**src/rtl/hdng_err_gen.sv**
```systemverilog
// Heading-error producer: two-stage modular diff/saturate pipeline, move FSM, settle and watchdog.
// Optional deadband enabled by defining HDNG_ERR_DEADBAND_EN.
module hdng_err_gen #(
    parameter int unsigned SETTLE_THRESH = 16,
    parameter int unsigned SETTLE_CNT    = 8,
    parameter int unsigned TIMEOUT       = 4096,
    parameter int unsigned DEADBAND      = 4
) (
    input  logic        clk,
    input  logic        rst,
    input  logic [11:0] heading,
    input  logic        hdng_vld,
    input  logic [11:0] dsrd_hdng,
    input  logic        go,
    input  logic        stop,
    output logic [9:0]  error_sat,
    output logic        err_vld,
    output logic        moving,
    output logic        settled,
    output logic        hdng_fault
);

    localparam int unsigned WdW = $clog2(TIMEOUT + 1);
    localparam logic [WdW-1:0] TimeoutW  = WdW'(TIMEOUT);
    localparam logic [7:0]     SettleW   = 8'(SETTLE_CNT);
    localparam logic [10:0]    ThreshW   = 11'(SETTLE_THRESH);
    localparam logic [10:0]    DeadbandW = 11'(DEADBAND);

    typedef enum logic [1:0] {StIdle, StMoving, StFault} state_e;

    state_e           state_q;
    logic             s1_vld_q;
    logic [11:0]      diff_q;
    logic [11:0]      dsrd_q;
    logic [7:0]       settle_cnt_q;
    logic [WdW-1:0]   wd_cnt_q;

    logic signed [11:0] diff_s;
    logic [9:0]         sat_err;
    logic [9:0]         final_err;
    logic [10:0]        sat_mag;
    logic [10:0]        final_mag;
    logic               on_hdng;
    logic               dsrd_chg;

    // Stage 1: modular difference; 12-bit wrap yields the shortest-path error.
    always_ff @(posedge clk or posedge rst) begin
        if (rst) begin
            s1_vld_q <= 1'b0;
            diff_q   <= 12'd0;
        end else begin
            s1_vld_q <= hdng_vld;
            if (hdng_vld) begin
                diff_q <= heading - dsrd_hdng;
            end
        end
    end

    assign diff_s = diff_q;

    always_comb begin
        sat_err = diff_s[9:0];
        if (diff_s > 12'sd511) begin
            sat_err = 10'h1FF;
        end else if (diff_s < -12'sd512) begin
            sat_err = 10'h200;
        end
    end

    // 11-bit magnitude so that -512 does not overflow.
    assign sat_mag = sat_err[9] ? (11'd0 - {1'b1, sat_err}) : {1'b0, sat_err};

`ifdef HDNG_ERR_DEADBAND_EN
    always_comb begin
        final_err = sat_err;
        final_mag = sat_mag;
        if (sat_mag <= DeadbandW) begin
            final_err = 10'd0;
            final_mag = 11'd0;
        end
    end
`else
    logic unused_deadband;
    assign unused_deadband = ^DeadbandW;
    assign final_err       = sat_err;
    assign final_mag       = sat_mag;
`endif

    assign on_hdng  = final_mag < ThreshW;
    assign dsrd_chg = dsrd_hdng != dsrd_q;

    always_ff @(posedge clk or posedge rst) begin
        if (rst) begin
            state_q      <= StIdle;
            error_sat    <= 10'd0;
            err_vld      <= 1'b0;
            moving       <= 1'b0;
            settled      <= 1'b0;
            hdng_fault   <= 1'b0;
            dsrd_q       <= 12'd0;
            settle_cnt_q <= 8'd0;
            wd_cnt_q     <= '0;
        end else begin
            // Stage 2: register the saturated error.
            err_vld <= s1_vld_q;
            if (s1_vld_q) begin
                error_sat <= final_err;
            end
            dsrd_q  <= dsrd_hdng;
            settled <= 1'b0;

            if (state_q != StMoving || dsrd_chg) begin
                settle_cnt_q <= 8'd0;
            end else if (s1_vld_q) begin
                if (!on_hdng) begin
                    settle_cnt_q <= 8'd0;
                end else if (settle_cnt_q != SettleW) begin
                    settle_cnt_q <= settle_cnt_q + 8'd1;
                    settled      <= (settle_cnt_q + 8'd1) == SettleW;
                end
            end

            unique case (state_q)
                StIdle: begin
                    if (go && !stop) begin
                        state_q  <= StMoving;
                        moving   <= 1'b1;
                        wd_cnt_q <= '0;
                    end
                end
                StMoving: begin
                    if (stop) begin
                        state_q <= StIdle;
                        moving  <= 1'b0;
                    end else if (hdng_vld) begin
                        wd_cnt_q <= '0;
                    end else if (wd_cnt_q == TimeoutW) begin
                        state_q    <= StFault;
                        moving     <= 1'b0;
                        hdng_fault <= 1'b1;
                    end else begin
                        wd_cnt_q <= wd_cnt_q + 1'b1;
                    end
                end
                StFault: begin
                    if (stop) begin
                        state_q    <= StIdle;
                        hdng_fault <= 1'b0;
                    end else if (go) begin
                        state_q    <= StMoving;
                        moving     <= 1'b1;
                        hdng_fault <= 1'b0;
                        wd_cnt_q   <= '0;
                    end
                end
                default: begin
                    state_q <= StIdle;
                    moving  <= 1'b0;
                end
            endcase
        end
    end

endmodule

```
**config.mk**
```make
export PLATFORM = sky130hd
export DESIGN_NAME = hdng_err_gen
export DESIGN_NICKNAME = d
export VERILOG_FILES = /design/src/rtl/hdng_err_gen.sv
export SDC_FILE = /design/constraint.sdc
export NUM_CORES = 1
export LEC_CHECK = 0
export BUFFER_PORTS_ARGS = -buffer_cell sky130_fd_sc_hd__buf_4
export CORE_AREA = 2 2 80 82
export DETAILED_ROUTE_END_ITERATION = 16
export DIE_AREA = 0 0 82 84
export PLACE_DENSITY = 0.87
export SYNTH_ARGS = -nofsm -noshare
export SYNTH_HDL_FRONTEND = slang
export SYNTH_SLANG_ARGS = --single-unit
export TNS_END_PERCENT = 30
```
**constraint.sdc**
```tcl
create_clock -name clk -period 3.2 [get_ports clk]
set_input_delay 0.16 -clock clk [delete_from_list [all_inputs] [get_ports clk]]
set_output_delay 0.16 -clock clk [all_outputs]
set_load 0.1 [all_outputs]
```
---- Word-level counts from Yosys, hierarchy flattened ----
Index checks and enable logic that the tools add are counted.
word-level totals
  register bits after elaboration ......... 62
  bits of input ports ..................... 29
operators by class
  reduce and logical (&&, ||, !) cells .... 12
  eq/ne operators ......................... 18
  multiplexer cells ....................... 38
  order comparisons ....................... 3
  add/subtract/negate cells ............... 4
operators with widths
  operator                                                                            count
  13-bit 2-to-1 mux                                                                   6
  13-bit one-hot mux with 3 select lines                                              1
  8-bit 2-to-1 mux                                                                    4
  10-bit 2-to-1 mux                                                                   2
  1-bit 2-to-1 mux                                                                    15
  13-bit by 1-bit adder with 13-bit output (second input constant)                    1
  13-bit == test (second input constant)                                              1
  12-bit by 10-bit greater-than comparator with 1-bit output (second input constant)  1
  12-bit by 10-bit < comparator with 1-bit output (second input constant)             1
  2-bit 2-to-1 mux                                                                    6
  12-bit inequality test                                                              1
  2-bit inequality test (second input constant)                                       6
  3-bit inequality test (second input constant)                                       4
  12-bit subtractor                                                                   1
  11-bit by 5-bit < comparator with 1-bit output (second input constant)              1
  11-bit 2-to-1 mux                                                                   1
  1-bit by 11-bit subtractor with 11-bit output (first input constant)                1
  5-bit AND reduction                                                                 2
  8-bit by 1-bit adder with 8-bit output (second input constant)                      1
  8-bit by 4-bit == test with 1-bit output (second input constant)                    1
  8-bit by 4-bit inequality test with 1-bit output (second input constant)            1
  2-bit one-hot mux with 3 select lines                                               1
  6-bit AND reduction                                                                 1
  4-bit AND reduction                                                                 1
  other kinds (13)                                                                    14

---- Logic depth before layout (Yosys ltp) ----
  word-level depth ........................ 9
  depth in mapped cells ................... 8
  mapped depth without buffers ............ 8

---- Least setup slack after synthesis ----
Ideal clock, no wire load.
  kind .................................... input to register
  start ................................... input dsrd_hdng[3]
  end ..................................... register diff_q[9]
  required time ........................... 3.079 ns
  buffers on the path ..................... 0
  cell stages on the path ................. 7
  arrival time ............................ 1.708 ns
  slack ................................... 1.371 ns
  cell sequence ........................... inv_1 -> ha_1 -> a21o_1 -> a2111oi_2 -> a21oi_1 -> or3_1 -> a22o_1
on the way
  longest elaborated chain between the ends .. 1
ends and longest elaborated chain
  item                  line  text
  start, declared       13    input logic [11:0] dsrd_hdng,
  12-bit subtractor     54    diff_q <= heading - dsrd_hdng;
  end signal, assigned  54
  end, declared         33    logic [11:0] diff_q;
No other way between the ends.
A chain may end at the register's enable or synchronous reset.

---- Worst setup path after layout ----
Ends and elaborated chain as after synthesis.

==> results.sh <==
export IMPL_number_of_global_route_vias_before_repair=3122
export IMPL_worst_ir_drop_vdd_mv=0.404
export IMPL_cts_tree="built"
export IMPL_antenna_found_initial=0
export IMPL_effective_utilization_at_floorplan_pct=60.7
export IMPL_firstDrtPassIters=4
export IMPL_path_cells="dlygate4sd3_1, buf_4, inv_1, ha_1, a21o_1, a2111oi_2, a21oi_1, or3_1, a22o_1"
export IMPL_postSynth_asyncResetShare_pct=100
export IMPL_worst_hold_path_class="in2async"
export IMPL_cts_path_max_buffers=2
export IMPL_die_w_um=82
export IMPL_pwr_density_cell_nw_per_um2=584
export IMPL_total_congestion_overflow=0
export IMPL_final_period_minus_worst_setup_slack_ps=2320
export IMPL_yosysSeqAreaShare_pct=41.9
export IMPL_critical_path_cell_count=9
export IMPL_gp_routability_congestion=0.840
export IMPL_numPortBuffers=42
export IMPL_run_status="finished with violations"
export IMPL_synthCells=410
export IMPL_final_layout_size_suffix_gt1_share_pct=15.6
export IMPL_r2r_worst_path_cells=5
export IMPL_max_clock_freq_ghz=0.430
export IMPL_drt_iter0_markers=193
export IMPL_power_static_leakage_uw=0.00197
export IMPL_synth_avg_cell_area_sq_um=9.03
export IMPL_drc=0
export IMPL_final_max_slew_viol_count=0
export IMPL_netlist_cell_type_count=57
export IMPL_die_y_um=84
export IMPL_synth_nets=456
export IMPL_mostFrequentLayoutCells="sky130_fd_sc_hd__dfrtp_1 (62), sky130_fd_sc_hd__nor2_1 (45), sky130_fd_sc_hd__buf_4 (43), sky130_fd_sc_hd__a21oi_1 (32), sky130_fd_sc_hd__nand2_1 (31)"
export IMPL_core_region_area_sq_um=6100
export IMPL_postCtsSetupBuffers=0
export IMPL_final_hold_slack_ps=-6.06
export IMPL_critical_path_peak_fanout=6
export IMPL_timing_critical_path_to_type="flip-flop"
export IMPL_setup_violations=0
export IMPL_grt_first_pass_wirelength_um=14100
export IMPL_cts_root_buf="sky130_fd_sc_hd__clkbuf_8"
export IMPL_worst_setup_path_endpoint="diff_q[9]"
export IMPL_most_common_cell_after_layout_fill_and_taps_aside="sky130_fd_sc_hd__dfrtp_1"
export IMPL_cpPeakStageDelay_ps=530
export IMPL_r2r_slack_ps=990
export IMPL_routedWlPerCell_um=15.6
export IMPL_cts_htree_levels=3
export IMPL_path_class="in2reg"
export IMPL_clock_pin_slew_worst_setup_and_hold_paths_ps=80
export IMPL_via_per_inst=5.89
export IMPL_antenna_cells=0
export IMPL_cts_buffers=9
export IMPL_clkSinkCount=62
export IMPL_grt_start_max_net_pins=43
export IMPL_syn_cell_area_sq_um=3700
export IMPL_r2r_end="settled"
export IMPL_finClkSkew_ps=9.08
export IMPL_worstSetupStartpoint="dsrd_hdng[3]"
export IMPL_required_ps=3450
export IMPL_relSlewSlack_pct=42.5
export IMPL_ys_seq_elements=62
export IMPL_total_routing_resource_utilization_after_global_routing_pct=26.7
export IMPL_number_of_gates_given_a_new_drive_strength_after_cts=0
export IMPL_worst_skew_pair_later_pin_latency_ps=350
export IMPL_hpwl_after_dpl_um=5710
export IMPL_edff_count_synth=0
export IMPL_synth_top_flop_cell="sky130_fd_sc_hd__dfrtp_1"
export IMPL_worst_path_buf_inv=3
export IMPL_final_nets=503
export IMPL_area_growth_synth_to_final_pct=18.9
export IMPL_timing_setup_tns_ps=0
export IMPL_report_final_hold_viol_count=21
export IMPL_drt_total_wl_um=8400
export IMPL_ios=43
export IMPL_path_delay_family="compound AO/OA/AOI/OAI gates"
export IMPL_die_area_sq_um=6890
export IMPL_regToRegStartpoint="diff_q[11]"
export IMPL_ant_nets=0
export IMPL_placement_rows=29
export IMPL_ys_warnings_count=0
export IMPL_route_vias_total=3177
export IMPL_power_uw=2570
export IMPL_final_period_utilization_pct=72.6
export IMPL_worstPathArrival_ps=2570
export IMPL_max_cap_viol=0
export IMPL_tightestPinTransition_ps=861
export IMPL_startpoint_type="primary input"
export IMPL_grt_setup_unrepaired="no"
export IMPL_failed_checks="negative hold slack"
export IMPL_critical_path_slowest_cell="sky130_fd_sc_hd__dlygate4sd3_1"
-- per-stage QoR --
stage	util (%)	worst slack [ps]	std cells	instance area (sq um)
6_report	72.2	877	539	4400
5_1_grt	72.2	778	539	4400
4_1_cts	72.2	930	539	4400
3_5_place_dp	66.2	1070	511	4030
3_3_place_gp	66.2	1150	511	4030
2_1_floorplan	-	1370	410	3700
-- final cells by class --
type | count | area [sq um]
fillers | 457 | 1700
repair buffers | 55 | 443
clock inverters | 7 | 123
flip-flops and latches | 62 | 1550
inverters | 27 | 101
multi-input cells | 302 | 1960
well taps | 77 | 96.3
clock buffers | 9 | 124
-- cells in the mapped netlist (8+ instances only) --
| library cell | instances | area share [%] |
|---|---|---|
| sky130_fd_sc_hd__o21ai_0 | 25 | 3.4 |
| sky130_fd_sc_hd__a21oi_1 | 32 | 4.3 |
| sky130_fd_sc_hd__a21o_1 | 10 | 2.0 |
| sky130_fd_sc_hd__nand2_1 | 31 | 3.1 |
| sky130_fd_sc_hd__nand3_1 | 19 | 2.6 |
| sky130_fd_sc_hd__xnor2_1 | 13 | 3.1 |
| sky130_fd_sc_hd__clkbuf_1 | 11 | 1.1 |
| sky130_fd_sc_hd__inv_1 | 26 | 2.6 |
| sky130_fd_sc_hd__ha_1 | 16 | 5.4 |
| sky130_fd_sc_hd__dfrtp_1 | 62 | 42 |
| sky130_fd_sc_hd__nor2_1 | 45 | 4.6 |
| sky130_fd_sc_hd__xor2_1 | 8 | 1.9 |
-- sequential cells by signal, summed over array words and instances (netlist names), 2 cells and up --
name and cells:
state_q 2, dsrd_q 12, diff_q 12, settle_cnt_q 8, wd_cnt_q 13, error_sat 10
-- worst min path at each step --
stage	slack (ps)	cells past startpoint	to
after floorplan	190	0	dsrd_q[0]
after global placement	290	1	dsrd_q[9]
after detailed placement	290	1	dsrd_q[3]
after CTS	5	2	state_q[1]
after global routing	30	2	state_q[1]
final	-6	2	error_sat[8]
-- kinds of logic after synthesis --
kind of cell | after synthesis | synth area share [%]
compound gates | 115 | 20.9
buf+inv | 46 | 5.10
xor+xnor | 21 | 4.97
fa+ha+maj | 17 | 5.95
flops | 62 | 41.9
mux | 6 | 1.83
simple gates | 143 | 19.4
-- power by group --
part           leakage [uW]  total [uW]  internal (uW)  switching (uW)
Clock              0.000116         852            519             332
Combinational       0.00107         751            234             517
Sequential         0.000780         966            869            97.3
Total               0.00197        2570           1620             947
-- repair_timing --
item	in CTS	in global routing
endpoints found under the hold margin	12	0
setup endpoints to repair	0	0
hold buffers	12	0
-- layer usage --
layer  up-vias  share of wire (%)  global-route usage (%)
met5         -                  0                       0
met2        82                 51                    43.9
met4         0                1.9                    11.4
met1      1512                 43                    34.6
met3        13                3.9                    3.79
li1       1570                  -                       -
Power figures use the tool's default switching activity.
